$ cat config.mk
export PLATFORM = sky130hd
export DESIGN_NAME = fabric_mem_ld_arbiter
export DESIGN_NICKNAME = d
export VERILOG_FILES = /design/src/rtl/fabric_mem_ld_arbiter.sv
export SDC_FILE = /design/constraint.sdc
export NUM_CORES = 1
export LEC_CHECK = 0
export CAP_MARGIN = 30
export CORE_MARGIN = 2
export CORE_UTILIZATION = 40
export CTS_CLUSTER_SIZE = 12
export DETAILED_ROUTE_END_ITERATION = 16
export DONT_BUFFER_PORTS = 1
export GPL_ROUTABILITY_DRIVEN = 0
export PLACE_DENSITY = 0.53
export SYNTH_ARGS = -nofsm -noshare
export SYNTH_HDL_FRONTEND = slang
export SYNTH_SLANG_ARGS = --single-unit
$ cat constraint.sdc
create_clock -name clk -period 3.75 [get_ports clk]
set_input_delay 0.375 -clock clk [delete_from_list [all_inputs] [get_ports clk]]
set_output_delay 0.375 -clock clk [all_outputs]
set_load 0.005 [all_outputs]
$ cat src/rtl/fabric_mem_ld_arbiter.sv
// Round-robin arbiter sharing one tagged fabric_memory load port among NUM_REQ requesters,
// with per-requester credit limits, tag-based response demux and a sticky error report.

module fabric_mem_ld_credit #(
  parameter int MAX_OUTSTANDING = 4,
  parameter int CNT_W           = 3
) (
  input  logic             clk,
  input  logic             rst,
  input  logic             inc_i,
  input  logic             dec_i,
  input  logic             req_valid_i,
  output logic             elig_o,
  output logic [CNT_W-1:0] cnt_o
);
  logic [CNT_W-1:0] cnt_q, cnt_d;

  // Saturating at both ends; simultaneous inc/dec cancel.
  always_comb begin
    cnt_d = cnt_q;
    if (inc_i && !dec_i && cnt_q != CNT_W'(MAX_OUTSTANDING))
      cnt_d = cnt_q + CNT_W'(1);
    else if (dec_i && !inc_i && cnt_q != '0)
      cnt_d = cnt_q - CNT_W'(1);
  end

  always_ff @(posedge clk or posedge rst) begin
    if (rst) cnt_q <= '0;
    else     cnt_q <= cnt_d;
  end

  assign elig_o = req_valid_i && (cnt_q < CNT_W'(MAX_OUTSTANDING));
  assign cnt_o  = cnt_q;
endmodule

module fabric_mem_ld_arbiter #(
  parameter  int NUM_REQ         = 4,
  parameter  int ADDR_WIDTH      = 6,
  parameter  int DATA_WIDTH      = 32,
  parameter  int MAX_OUTSTANDING = 4,
  localparam int TAG_WIDTH       = $clog2(NUM_REQ),
  localparam int CNT_W           = $clog2(MAX_OUTSTANDING + 1)
) (
  input  logic                                   clk,
  input  logic                                   rst,
  input  logic [NUM_REQ-1:0]                     req_valid,
  output logic [NUM_REQ-1:0]                     req_ready,
  input  logic [NUM_REQ-1:0][ADDR_WIDTH-1:0]     req_addr,
  output logic                                   mem_req_valid,
  input  logic                                   mem_req_ready,
  output logic [DATA_WIDTH+TAG_WIDTH-1:0]        mem_req_data,
  input  logic                                   mem_resp_valid,
  output logic                                   mem_resp_ready,
  input  logic [DATA_WIDTH+TAG_WIDTH-1:0]        mem_resp_data,
  output logic [NUM_REQ-1:0]                     rsp_valid,
  input  logic [NUM_REQ-1:0]                     rsp_ready,
  output logic [NUM_REQ-1:0][DATA_WIDTH-1:0]     rsp_data,
  output logic                                   error_valid,
  output logic [15:0]                            error_code
);
  localparam int          PW                        = DATA_WIDTH + TAG_WIDTH;
  localparam logic [15:0] RT_MEMARB_TAG_OOB         = 16'h0A01;
  localparam logic [15:0] RT_MEMARB_RESP_UNEXPECTED = 16'h0A02;

  logic                          mreq_vld_q, mreq_vld_d;
  logic [PW-1:0]                 mreq_data_q, mreq_data_d;
  logic [TAG_WIDTH-1:0]          rr_ptr_q, rr_ptr_d;
  logic                          err_vld_q, err_vld_d;
  logic [15:0]                   err_code_q, err_code_d;

  logic [NUM_REQ-1:0]            elig, grant, inc, dec;
  logic [NUM_REQ-1:0][CNT_W-1:0] cnt;
  logic                          gnt_any, load_en, tag_oob, rsp_hit;
  logic [TAG_WIDTH-1:0]          gnt_idx, rsp_tag;

  fabric_mem_ld_credit #(.MAX_OUTSTANDING(MAX_OUTSTANDING), .CNT_W(CNT_W)) u_credit [NUM_REQ-1:0] (
    .clk(clk), .rst(rst), .inc_i(inc), .dec_i(dec),
    .req_valid_i(req_valid), .elig_o(elig), .cnt_o(cnt)
  );

  assign load_en = !mreq_vld_q || mem_req_ready;

  // Search eligible requesters starting at rr_ptr; first hit wins.
  always_comb begin
    int                   j;
    logic [TAG_WIDTH-1:0] idx;
    grant   = '0;
    gnt_any = 1'b0;
    gnt_idx = '0;
    j       = 0;
    idx     = '0;
    for (int k = 0; k < NUM_REQ; k++) begin
      j   = (int'(rr_ptr_q) + k) % NUM_REQ;
      idx = TAG_WIDTH'(j);
      if (!gnt_any && elig[idx]) begin
        gnt_any    = 1'b1;
        grant[idx] = 1'b1;
        gnt_idx    = idx;
      end
    end
  end

  assign req_ready = (rst || !load_en) ? '0 : grant;
  assign inc       = req_valid & req_ready;
  assign dec       = rsp_valid & rsp_ready;

  always_comb begin
    mreq_vld_d  = mreq_vld_q;
    mreq_data_d = mreq_data_q;
    rr_ptr_d    = rr_ptr_q;
    if (load_en) begin
      mreq_vld_d = gnt_any;
      if (gnt_any) begin
        mreq_data_d                          = '0;
        mreq_data_d[ADDR_WIDTH-1:0]          = req_addr[gnt_idx];
        mreq_data_d[DATA_WIDTH +: TAG_WIDTH] = gnt_idx;
        rr_ptr_d = (int'(gnt_idx) == NUM_REQ - 1) ? '0 : gnt_idx + TAG_WIDTH'(1);
      end
    end
  end

  // Responses with a bad tag or no outstanding credit are swallowed (ready held high).
  assign rsp_tag = mem_resp_data[DATA_WIDTH +: TAG_WIDTH];
  assign tag_oob = int'(rsp_tag) >= NUM_REQ;

  always_comb begin
    rsp_valid      = '0;
    mem_resp_ready = 1'b1;
    rsp_hit        = 1'b0;
    for (int i = 0; i < NUM_REQ; i++) begin
      if (!tag_oob && int'(rsp_tag) == i && cnt[i] != '0) begin
        rsp_valid[i]   = mem_resp_valid;
        mem_resp_ready = rsp_ready[i];
        rsp_hit        = 1'b1;
      end
    end
  end

  for (genvar g = 0; g < NUM_REQ; g++) begin : g_rsp_data
    assign rsp_data[g] = mem_resp_data[DATA_WIDTH-1:0];
  end

  always_comb begin
    err_vld_d  = err_vld_q;
    err_code_d = err_code_q;
    if (!err_vld_q && mem_resp_valid) begin
      if (tag_oob) begin
        err_vld_d  = 1'b1;
        err_code_d = RT_MEMARB_TAG_OOB;
      end else if (!rsp_hit) begin
        err_vld_d  = 1'b1;
        err_code_d = RT_MEMARB_RESP_UNEXPECTED;
      end
    end
  end

  always_ff @(posedge clk or posedge rst) begin
    if (rst) begin
      mreq_vld_q  <= 1'b0;
      mreq_data_q <= '0;
      rr_ptr_q    <= '0;
      err_vld_q   <= 1'b0;
      err_code_q  <= '0;
    end else begin
      mreq_vld_q  <= mreq_vld_d;
      mreq_data_q <= mreq_data_d;
      rr_ptr_q    <= rr_ptr_d;
      err_vld_q   <= err_vld_d;
      err_code_q  <= err_code_d;
    end
  end

  assign mem_req_valid = mreq_vld_q;
  assign mem_req_data  = mreq_data_q;
  assign error_valid   = err_vld_q;
  assign error_code    = err_code_q;
endmodule

# After elaboration in Yosys (flattened, before gate mapping)
# Index checks and enable logic that the tools add are counted.
# classes
add_sub_neg	12
magnitude_cmp	13
eq_ne	8
muxes	52
bitwise	6
reduce_logical	59
# ops
cell	count
$logic_and A1 B1 Y1	32
$mux W1	24
$mux W3	8
$mux W4	5
$lt A2 B3 Y1 const B	5
$logic_not A1 Y1	14
$add A3 B1 Y3 const B	4
$bmux W6 S2	1
$lt A3 B3 Y1 const B	4
$ne A3 B3 Y1 const B	4
$or A4 B4 Y4	3
$reduce_bool A3 Y1	4
$sub A3 B1 Y3 const B	4
$mux W2	5
$and A4 B4 Y4	2
$bmux W1 S2	4
$demux W1 S2	4
$ge A2 B1 Y1 const B	4
$reduce_bool A2 Y1	4
$mux W6	1
$add A2 B1 Y2 const B	2
$add A2 B2 Y2 const B	2
$eq A2 B1 Y1 const B	2
$eq A2 B2 Y1 const B	2
4 further kinds	6
# totals
reg_bits	25
in_bits	70
wordCells	159

# Depth between registers and ports, before layout
# depth
ltp_word	21
mapped_depth	16
depth_no_buf	13

# By module
# A second synthesis with hierarchy kept.
# unflattened
hier_cells	432
hier_area_um2	3553.4
# modules_own_cells
mod	instances	cells_each	area_each_um2	seq_area_each_um2
fabric_mem_ld_arbiter	1	341	2696.3	300.3
fabric_mem_ld_credit (u_credit[0] ...)	3	23	211.5	75.1
fabric_mem_ld_credit (u_credit[2])	1	22	222.7	75.1

# Worst setup path after synthesis
# No wires, ideal clock.
# synth_path
kind	register -> register
from	register with a tool-made name
to	register u_credit[0].cnt_q[2]
arrival_ps	3970
required_ps	3614
setup_slack_ps	-357
path_stages_with_launch	15
synth_period_minus_slack_ps	4107
path_cell_list	dfrtp_1 buf_2 inv_1 ha_1 and4bb_2 or4_1 buf_2 or3b_1 a31oi_2 o211ai_2 a211o_1 fa_1 or3_1 o311ai_0 a211oi_1
# synth_rtl
element	line_no	source
to (signal assigned)	29	else cnt_q <= cnt_d;
to (decl)	16	logic [CNT_W-1:0] cnt_q, cnt_d;

# Final worst setup path
# layout_path
from	register rr_ptr_q[1]
to	register u_credit[0].cnt_q[2]
# layout_via
elab_chain_len	18
word_cells_on_any_way	56
cone_classes	add/sub: 3; order compare: 8; mux: 25; bitwise: 4; reduce/logical: 16
# layout_lines
element	line_no	source
from (decl)	67	logic [TAG_WIDTH-1:0] rr_ptr_q, rr_ptr_d;
from (signal assigned)	167	rr_ptr_q <= rr_ptr_d;
parallel branches: the longest is 11 deep, another holds $lt A2 B3 Y1	--	
$mux W4 *	95	if (!gnt_any && elig[idx]) begin
$mux W4 *	103	assign req_ready = (rst || !load_en) ? '0 : grant;
$and A4 B4 Y4 *	104	assign inc = req_valid & req_ready;
$logic_not A1 Y1	23	else if (dec_i && !inc_i && cnt_q != '0)
$logic_and A1 B1 Y1 (2 in a row)	23	
$reduce_bool A2 Y1 (no line)	--	
# Mark *: on every way between the ends. The select of a mux whose other input is x is not followed.
# A chain may end at the register's enable or synchronous reset.

==> reports/qor.yml <==
run_status:
  status: "finished, final reports clean"
timing:
  timing.final.crit_share: 0.956
  tns_ps: 0
  setup-violations-final: 0
  timing.fmax_mhz: 279
  fin_worst_skew_ps: 5.38
  slew_viol_final: 0
  rsz0062_at_grt: "no"
  hold_viol: 0
  min_period_ps: 3580
clock_network:
  postCtsSetupBuffers: 0
  ctsRootBufferMaster: "clkbuf_8"
  clkTransAtPathRegs_ps: 90
  clk_latency_ps: 270
  clk_path_buf_depth: 2
  cts_buffers: 3
  htreeDepth: 1
  cts_sinks: 24
  cts_tree: "done"
global_routing:
  track_usage: 0.125
  grt-ovfl-total: 0
  grt_pass1_wl_um: 10300
  antenna_found_initial: 0
  grt_start_max_net_pins: 20
  first_global_vias: 2094
drt:
  drtIter0Drc: 222
  wl_per_cell_um: 15.4
  via_per_inst: 5.24
  first_pass_iters: 4
  vias: 2220
  drc: 0
  wl_um: 6520
  ant_nets: 0
place:
  dp_hpwl_um: 5150
  place_area_sq_mm: 0.00273
  portBuffers: 0
synthesis:
  ys_seq_area_frac: 0.164
  synth-xor-area-share: 0.0120
  netlist.area_leader.share: 0.355
  netlist_instances: 441
  synth_fa_ha_area_frac: 0.0492
  ys_async_sr_fraction: 1.00
  synth-seq-cells: 24
  synth_area_per_cell_sq_um: 8.30
  synth_edf_count: 0
  synth_area_sq_mm: 0.00366
  yosysMostFrequentCell: "buf_4"
  yosysUniqueCellTypes: 66
  synthSimpleGateAreaFrac: 0.146
  yosys-top-cells-area: "buf_4, dfrtp_1, mux2i_1"
  synth_top_family_by_area: "buffers and inverters"
  synthTopCellsByCount: "buf_4, dfrtp_1, nand2_1"
  synth_top_area_cell: "buf_4"
  synth-compound-area-share: 0.158
  synth_flop_cell: "dfrtp_1"
  ys_warn_count: 0
  synthMuxAreaShare: 0.0714
floorplanning:
  start_util: 0.416
  die-width_um: 99.7
  dieHeight_um: 99.7
  rows: 34
  core_area_sq_mm: 0.00881
  die_area_sq_mm: 0.00994
  io_pins: 259
critical_path:
  end_kind: "flop"
  worstSetupPathType: "reg -> reg"
  worstPathMaxFanout: 6
  cp-start-kind: "flop"
  worstPathRequired_ps: 3900
  crit_chain: "inv_1 > ha_4 > and4bb_2 > or4_4 > or3b_1 > a31oi_2 > o211ai_2 > a211o_1 > fa_2 > or3_1 > o311ai_1 > a211oi_1"
  cp.arrival_ps: 3730
  max_stage_delay_ps: 570
  critical_path.slowest_cell: "or4_4"
pwr:
  power.density_mw_per_mm2: 774
  leakage_nw: 1.23
  peakVddDrop_mv: 0.208
layout:
  drive_above_1_share: 0.123
  finalNetCount: 399
  n_antenna_cell: 0
  areaGrowthSynthToFinish_pct: -24.0
  fin_util: 0.316
  finalInstanceArea_sq_mm: 0.00278
job:
  maxCapViolCount: 0
min_path:
  min_path_type: "in -> reg"
worst paths after layout:
kind,start,endpoint,slack (ps),cells after the start
worst max register to register,rr_ptr_q[1],u_credit[0].cnt_o[2],170,12
worst min register to register,mem_req_data[33],mem_req_data[33],530,2
worst max-delay path,rr_ptr_q[1],u_credit[0].cnt_o[2],170,12
min in group asynchronous,rst,mem_req_data[0],500,2
worst min-delay path,mem_resp_valid,error_valid,260,1
max in group asynchronous,rst,u_credit[1].cnt_o[2],2850,3
logic make-up (layout without fill, tap and decap cells):
| family | count (synthesis) | count (layout) |
|---|---|---|
| adder cells (fa/ha/maj) | 12 | 12 |
| XOR/XNOR | 5 | 5 |
| flip-flops | 24 | 24 |
| AO/OA/AOI/OAI | 74 | 74 |
| buffers and inverters | 206 | 43 |
| other | 1 | 39 |
| multiplexers | 23 | 23 |
| AND/OR/NAND/NOR | 96 | 96 |
flip-flops by register name (all words and copies together) (netlist names), named ones only:
name / cells
mem_req_data: 8
u_credit.cnt_o: 12
rr_ptr_q: 1
mem_req_valid: 1
error_valid: 1
routing by layer:
metal | routed length, um | up-vias | GRT usage
met5 | 0 | - | 0
met4 | 165 | 0 | 0.0632
met3 | 507 | 25 | 0.0239
met2 | 3280 | 104 | 0.215
met1 | 2570 | 1036 | 0.149
li1 | - | 1055 | -
stage by stage:
step	cells	hold slack [ps]	total power [mW]	setup WS [ps]
2_1_floorplan	479	390	1.85	-164
3_3_place_gp	418	510	1.97	186
3_5_place_dp	419	234	1.99	126
4_1_cts	424	251	2.16	106
5_1_grt	424	246	2.36	2.39
6_report	424	258	2.15	166
power breakdown:
group / switching, mW / leakage, nW / internal (mW)
Clock: 0.0868 / 0.0228 / 0.0760
Sequential: 0.149 / 0.274 / 0.387
Combinational: 0.791 / 0.935 / 0.665
Total: 1.03 / 1.23 / 1.13
cell usage in the layout (no fill, tap or decap), drive strengths merged, types with 5 or more instances in the layout:
| cell type | n |
|---|---|
| xnor2 | 5 |
| and3 | 5 |
| mux2i | 19 |
| nor3 | 9 |
| o221ai | 6 |
| and2 | 5 |
| o21ai | 7 |
| a21oi | 9 |
| buf | 16 |
| a211o | 7 |
| a211oi | 6 |
| inv | 21 |
| ha | 8 |
| conb | 39 |
| nand2 | 24 |
| a31oi | 5 |
| dfrtp | 24 |
| nand2b | 5 |
| nor2 | 15 |
final cells by class:
| type | count | area (sq um) |
|---|---|---|
| Timing Repair Buffer | 17 | 150 |
| Tap cell | 108 | 135 |
| Multi-Input combinational cell | 249 | 1770 |
| Fill cell | 924 | 6020 |
| Sequential cell | 24 | 602 |
| Clock buffer | 4 | 45.0 |
| Inverter | 22 | 86.3 |
repair_timing:
| action | in CTS | in global routing |
|---|---|---|
| endpoints found under the setup margin | 0 | 3 |
| hold endpoints to repair | 5 | 0 |
| gates resized for setup | 0 | 2 |
| hold buffers | 1 | 0 |
critical path: cells and delay by family (launching register included):
| family | cells | cell delay [ps] |
|---|---|---|
| AOI/OAI and AO/OA | 5 | 820 |
| buffers and inverters | 1 | 120 |
| and+or+nand+nor | 4 | 1520 |
| DFF | 1 | 390 |
| adders and majority gates | 2 | 630 |
No activity file was read; power rests on OpenSTA's default activity.
